`src/rtl/imm_gen_pipe.sv`:
```
// Registered RV32I/RV64I immediate generator with valid/ready flow control and a one-entry skid buffer.
// Optional: define IMM_GEN_PIPE_ILLEGAL_CNT_EN to add the saturating illegal_cnt output.
module imm_gen_pipe #(
  parameter int XLEN = 32,
  parameter int ILEN = 32
) (
  input  logic            clk,
  input  logic            reset,
  input  logic            flush,
  input  logic            in_valid,
  output logic            in_ready,
  input  logic [ILEN-1:0] in_instr,
  output logic            out_valid,
  input  logic            out_ready,
  output logic [XLEN-1:0] out_imm,
  output logic [2:0]      out_fmt,
  output logic [ILEN-1:0] out_instr,
  output logic            out_illegal
`ifdef IMM_GEN_PIPE_ILLEGAL_CNT_EN
  ,
  output logic [15:0]     illegal_cnt
`endif
);

  localparam logic [2:0] FMT_R   = 3'd0;
  localparam logic [2:0] FMT_I   = 3'd1;
  localparam logic [2:0] FMT_S   = 3'd2;
  localparam logic [2:0] FMT_B   = 3'd3;
  localparam logic [2:0] FMT_U   = 3'd4;
  localparam logic [2:0] FMT_J   = 3'd5;
  localparam logic [2:0] FMT_ILL = 3'd7;

  logic [31:0]     dec_imm32;
  logic [XLEN-1:0] dec_imm;
  logic [2:0]      dec_fmt;
  logic            dec_ill;

  // Every supported opcode ends in 2'b11, so compressed encodings fall into the default arm.
  always_comb begin
    dec_imm32 = '0;
    dec_fmt   = FMT_ILL;
    dec_ill   = 1'b0;
    case (in_instr[6:0])
      7'b0110011, 7'b0111011: begin
        dec_fmt = FMT_R;
      end
      7'b0010011, 7'b0011011, 7'b0000011, 7'b1100111, 7'b1110011, 7'b0001111: begin
        dec_fmt   = FMT_I;
        dec_imm32 = {{20{in_instr[31]}}, in_instr[31:20]};
      end
      7'b0100011: begin
        dec_fmt   = FMT_S;
        dec_imm32 = {{20{in_instr[31]}}, in_instr[31:25], in_instr[11:7]};
      end
      7'b1100011: begin
        dec_fmt   = FMT_B;
        dec_imm32 = {{19{in_instr[31]}}, in_instr[31], in_instr[7], in_instr[30:25],
                     in_instr[11:8], 1'b0};
      end
      7'b0110111, 7'b0010111: begin
        dec_fmt   = FMT_U;
        dec_imm32 = {in_instr[31:12], 12'b0};
      end
      7'b1101111: begin
        dec_fmt   = FMT_J;
        dec_imm32 = {{11{in_instr[31]}}, in_instr[31], in_instr[19:12], in_instr[20],
                     in_instr[30:21], 1'b0};
      end
      default: begin
        dec_fmt = FMT_ILL;
        dec_ill = 1'b1;
      end
    endcase
  end

  generate
    if (XLEN > 32) begin : g_sext
      assign dec_imm = {{(XLEN-32){dec_imm32[31]}}, dec_imm32};
    end else begin : g_nosext
      assign dec_imm = dec_imm32;
    end
  endgenerate

  logic            m_valid_q, m_valid_d;
  logic [XLEN-1:0] m_imm_q,   m_imm_d;
  logic [2:0]      m_fmt_q,   m_fmt_d;
  logic [ILEN-1:0] m_instr_q, m_instr_d;
  logic            m_ill_q,   m_ill_d;
  logic            s_valid_q, s_valid_d;
  logic [XLEN-1:0] s_imm_q,   s_imm_d;
  logic [2:0]      s_fmt_q,   s_fmt_d;
  logic [ILEN-1:0] s_instr_q, s_instr_d;
  logic            s_ill_q,   s_ill_d;

  logic accept;
  logic xfer;

  assign accept = in_valid && !s_valid_q;
  assign xfer   = m_valid_q && out_ready;

  always_comb begin
    m_valid_d = m_valid_q;
    m_imm_d   = m_imm_q;
    m_fmt_d   = m_fmt_q;
    m_instr_d = m_instr_q;
    m_ill_d   = m_ill_q;
    s_valid_d = s_valid_q;
    s_imm_d   = s_imm_q;
    s_fmt_d   = s_fmt_q;
    s_instr_d = s_instr_q;
    s_ill_d   = s_ill_q;
    if (flush) begin
      m_valid_d = 1'b0;
      s_valid_d = 1'b0;
    end else if (xfer && s_valid_q) begin
      // accept cannot be true here: in_ready was low because S was full.
      m_valid_d = 1'b1;
      m_imm_d   = s_imm_q;
      m_fmt_d   = s_fmt_q;
      m_instr_d = s_instr_q;
      m_ill_d   = s_ill_q;
      s_valid_d = 1'b0;
    end else if (!m_valid_q || xfer) begin
      m_valid_d = accept;
      if (accept) begin
        m_imm_d   = dec_imm;
        m_fmt_d   = dec_fmt;
        m_instr_d = in_instr;
        m_ill_d   = dec_ill;
      end
    end else if (accept) begin
      s_valid_d = 1'b1;
      s_imm_d   = dec_imm;
      s_fmt_d   = dec_fmt;
      s_instr_d = in_instr;
      s_ill_d   = dec_ill;
    end
  end

  always_ff @(posedge clk) begin
    if (reset) begin
      m_valid_q <= 1'b0;
      m_imm_q   <= '0;
      m_fmt_q   <= '0;
      m_instr_q <= '0;
      m_ill_q   <= 1'b0;
      s_valid_q <= 1'b0;
      s_imm_q   <= '0;
      s_fmt_q   <= '0;
      s_instr_q <= '0;
      s_ill_q   <= 1'b0;
    end else begin
      m_valid_q <= m_valid_d;
      m_imm_q   <= m_imm_d;
      m_fmt_q   <= m_fmt_d;
      m_instr_q <= m_instr_d;
      m_ill_q   <= m_ill_d;
      s_valid_q <= s_valid_d;
      s_imm_q   <= s_imm_d;
      s_fmt_q   <= s_fmt_d;
      s_instr_q <= s_instr_d;
      s_ill_q   <= s_ill_d;
    end
  end

  assign in_ready    = !s_valid_q;
  assign out_valid   = m_valid_q;
  assign out_imm     = m_imm_q;
  assign out_fmt     = m_fmt_q;
  assign out_instr   = m_instr_q;
  assign out_illegal = m_ill_q;

`ifdef IMM_GEN_PIPE_ILLEGAL_CNT_EN
  logic [15:0] cnt_q, cnt_d;

  // Survives flush on purpose; only reset clears the count.
  always_comb begin
    cnt_d = cnt_q;
    if (xfer && m_ill_q && cnt_q != 16'hFFFF) cnt_d = cnt_q + 16'd1;
  end

  always_ff @(posedge clk) begin
    if (reset) cnt_q <= '0;
    else       cnt_q <= cnt_d;
  end

  assign illegal_cnt = cnt_q;
`endif

endmodule

```
`config.mk`:
```
export PLATFORM = sky130hd
export DESIGN_NAME = imm_gen_pipe
export DESIGN_NICKNAME = d
export VERILOG_FILES = /design/src/rtl/imm_gen_pipe.sv
export SDC_FILE = /design/constraint.sdc
export NUM_CORES = 1
export LEC_CHECK = 0
export CAP_MARGIN = 40
export CORE_MARGIN = 2
export CORE_UTILIZATION = 48
export CTS_CLUSTER_DIAMETER = 50
export DETAILED_ROUTE_END_ITERATION = 16
export PLACE_DENSITY_LB_ADDON = 0.15
export SYNTH_ARGS = -nofsm -noshare
export SYNTH_HDL_FRONTEND = slang
export SYNTH_SLANG_ARGS = --single-unit
```
`constraint.sdc`:
```
create_clock -name clk -period 1.85 [get_ports clk]
set_input_delay 0.37 -clock clk [delete_from_list [all_inputs] [get_ports clk]]
set_output_delay 0.37 -clock clk [all_outputs]
set_load 0.1 [all_outputs]
```
==> flow_metrics.env <==
export IMPL_ys_ff_latch=138
export IMPL_fillers=913
export IMPL_ys_warn_count=0
export IMPL_synth_fa_ha_area_share_pct=0
export IMPL_synth_ff_type="dfxtp_1"
export IMPL_hold_path_depth=4
export IMPL_syn_cell_area_mm2=0.00605
export IMPL_finalCoreUtilization_pct=75.0
export IMPL_yosys_area_top_type="dfxtp_1"
export IMPL_die_h_um=116
export IMPL_cpPeakStageDelay_ns=0.48
export IMPL_min_to="s_instr_q[5]$_SDFFE_PP0P_"
export IMPL_switchingPower_uw=2640
export IMPL_cp_max_fo=11
export IMPL_report_final_slew_viol_count=0
export IMPL_netlist_area_leader_share_pct=45.6
export IMPL_skew_ns=0.00724
export IMPL_antenna_found_initial=0
export IMPL_ios=107
export IMPL_clkSlewWorstSetupHoldPaths_ns=0.06
export IMPL_min_from="in_instr[5]"
export IMPL_setup_tns_ns=0
export IMPL_path_cells="clkdlybuf4s50_1, and2_1, nand2_1, nor3_2, buf_4, nand2_1, a221oi_1"
export IMPL_worst_pin_slew_ns=0.489
export IMPL_rsz0062_at_grt="no"
export IMPL_yosysMostFrequentCell="nand2_1"
export IMPL_cts_sinks=138
export IMPL_dr_pass1_iters=5
export IMPL_ys_top_cells_by_area="dfxtp_1 46%, nand2_1 11%, a21oi_1 5.5%"
export IMPL_reg2regPathDepth=6
export IMPL_reg2reg_setup_slack_ns=0.08
export IMPL_reg2reg_to="out_instr[25]$_SDFFE_PP0P_"
export IMPL_grt_max_degree=64
export IMPL_setup_worst_path_start="in_instr[0]"
export IMPL_dieWidth_um=116
export IMPL_p_clk_share_pct=41.0
export IMPL_crit_buf_inv=2
export IMPL_drc=0
export IMPL_fp_dieArea_mm2=0.0135
export IMPL_drt_iter0_drc=621
export IMPL_num_rows=41
export IMPL_via_per_inst=5.82
export IMPL_synth_xor_area_share_pct=0
export IMPL_n_antenna_cell=0
export IMPL_tritoncts="built"
export IMPL_wl_met2_um=9570
export IMPL_hold_buffers=0
export IMPL_cp_arrival_ns=2.10
export IMPL_pwr_share_seq_pct=37.1
export IMPL_p_leak_uw=0.00356
export IMPL_synthMuxAreaShare_pct=0
export IMPL_m1WireLength_um=8660
export IMPL_highest_layer="met4"
export IMPL_start_util_pct=48.6
export IMPL_fmax_ghz=0.562
export IMPL_vias=6348
export IMPL_hold_viol=0
export IMPL_gr_total_overflow=0
export IMPL_gp_congestion=0.895
export IMPL_grt_pass1_vias=6111
export IMPL_drive_above_1_share_pct=26.7
export IMPL_synth_top_family_by_area="compound AO/OA/AOI/OAI gates"
export IMPL_crit_type="in -> reg"
export IMPL_synth_async_reset_ratio_pct=0
export IMPL_syn_avg_cell_area_um2=8.03
export IMPL_wl_met3_um=1180
export IMPL_wire_per_inst_um=18.1
export IMPL_final_nets=943
export IMPL_irDropWorstVdd_uv=602
export IMPL_min_period_ns=1.78
export IMPL_power_density_mw_per_mm2=923
export IMPL_relSlewSlack_pct=66.9
export IMPL_clk_path_buf_depth=2
export IMPL_hp_class="in -> reg"
export IMPL_grt_usage_pct=29.5
export IMPL_swShare_pct=30.6
export IMPL_min_period_over_period_pct=96.3
export IMPL_reg2reg_from="s_valid_q$_SDFFE_PP0P_"
export IMPL_p_int_uw=5990
export IMPL_synth_edff_count=0
export IMPL_power_frac_comb_pct=21.8
export IMPL_maxCapViolCount=0
export IMPL_cp_common_cell="nand2_1"
export IMPL_io_buffer_count=106
export IMPL_synth_fp_nets=791
export IMPL_ant_nets=0
export IMPL_synth_common_cells="182 x nand2_1, 138 x dfxtp_1, 71 x nor2_1, 67 x a21oi_1, 49 x o21ai_0"
export IMPL_dp_hpwl_um=13600
export IMPL_netlist_cell_type_count=58
export IMPL_h_tree_depth=4
export IMPL_insertion_delay_ns=0.42
export IMPL_end_kind="flip-flop"
export IMPL_numCtsBuffers=17
export IMPL_synth_compound_area_share_pct=27.1
export IMPL_cts_root_buf="clkbuf_16"
export IMPL_setup_violations=0
export IMPL_ys_seq_area_share_pct=45.6
export IMPL_start_kind="input pin"
export IMPL_core_mm2=0.0125
export IMPL_worstPathRequired_ns=2.17
export IMPL_grt_pass1_wl_um=31000
export IMPL_synth_simple_area_share_pct=22.0
export IMPL_synthCells=754
export IMPL_status="complete, no violations"
export IMPL_crit_family="buffers and inverters"
export IMPL_cpMaxStageDelayCell="clkdlybuf4s50_1"
export IMPL_area_growth_pct=54.5
export IMPL_power_uw=8630
export IMPL_routed_wl_um=19800
## cell type report
cell class                 count  area, um^2  area share [%]
clock buffer                  19         453            4.84
timing repair buffer         201        2650            28.3
multi-input combinational    542        3080            32.9
inverter                       6        22.5           0.241
sequential                   138        2770            29.6
tap                          172         215            2.30
clock inverter                13         165            1.77
## kinds of logic (layout without fill, tap and decap cells)
kind of cell | Yosys count | in the layout
and+or+nand+nor | 310 | 310
AOI/OAI and AO/OA | 232 | 232
DFF | 138 | 138
buffers and inverters | 74 | 239
## per-layer routing
| layer | vias to the layer above | global-route usage (%) |
|---|---|---|
| met2 | 260 | 47.3 |
| met1 | 3071 | 39.5 |
| met5 | - | 0 |
| met3 | 39 | 5.14 |
| li1 | 2978 | - |
| met4 | 0 | 12.1 |
## cell usage in the layout, fill, tap and decap left out, drive strengths merged, types with 6 or more instances in the layout
cell	instances
nor2	75
dfxtp	138
clkinv	6
a311oi	33
nor3	10
nand2	184
nand3	11
buf	166
a221oi	30
inv	9
clkdlybuf4s50	29
o21ai	67
a21oi	67
clkbuf	19
a31oi	7
a32oi	7
## what timing repair did
action,in CTS,in global routing
hold endpoints to repair,0,0
buffers inserted,1,0
cloned,1,0
pin swaps,1,4
resized for setup,14,17
setup endpoints to repair,31,59
## worst max path at each step
stage | endpoint | depth (start not counted)
floorplan | out_imm[21]$_SDFFE_PP0P_ | 7
global placement | out_imm[11]$_SDFFE_PP0P_ | 8
detailed placement | s_imm_q[18]$_SDFFE_PP0P_ | 6
CTS | out_imm[31]$_SDFFE_PP0P_ | 8
global route | out_instr[28]$_SDFFE_PP0P_ | 7
finish | out_imm[20]$_SDFFE_PP0P_ | 7
## state kept, by name, summed over array words and instances (netlist names)
name and cells:
out_imm 32, s_ill_q 1, s_imm_q 32, s_fmt_q 3
out_fmt 3, s_instr_q 32, out_instr 32, out_illegal 1
s_valid_q 1, out_valid 1
## worst register-to-register path, cell delays in order (launching register included)
cell	delay, ns
dfxtp_1	0.45
nand2_1	0.16
a211oi_4	0.32
buf_12	0.21
buf_12	0.19
nor2_1	0.07
a311oi_1	0.27
## power groups by stage
stage	clock network (uW)	logic (uW)	registers, uW
finish	3540	1880	3210
global route	3680	1960	3220
CTS	3560	1870	3210
floorplan	0	397	3900
detailed placement	0	1850	3270
global placement	0	1830	3270
## metrics by stage
step	cell area (um^2)	setup slack (ns)	hold slack [ns]	std cells
finish	9350	0.0691	0.412	1091
global route	9350	0.00828	0.437	1091
CTS	9290	0.00168	0.448	1091
detailed placement	8610	-0.617	0.447	1057
global placement	8610	-0.647	0.441	1057
floorplan	6060	0.0901	0.437	754
Power figures use the tool's default switching activity.
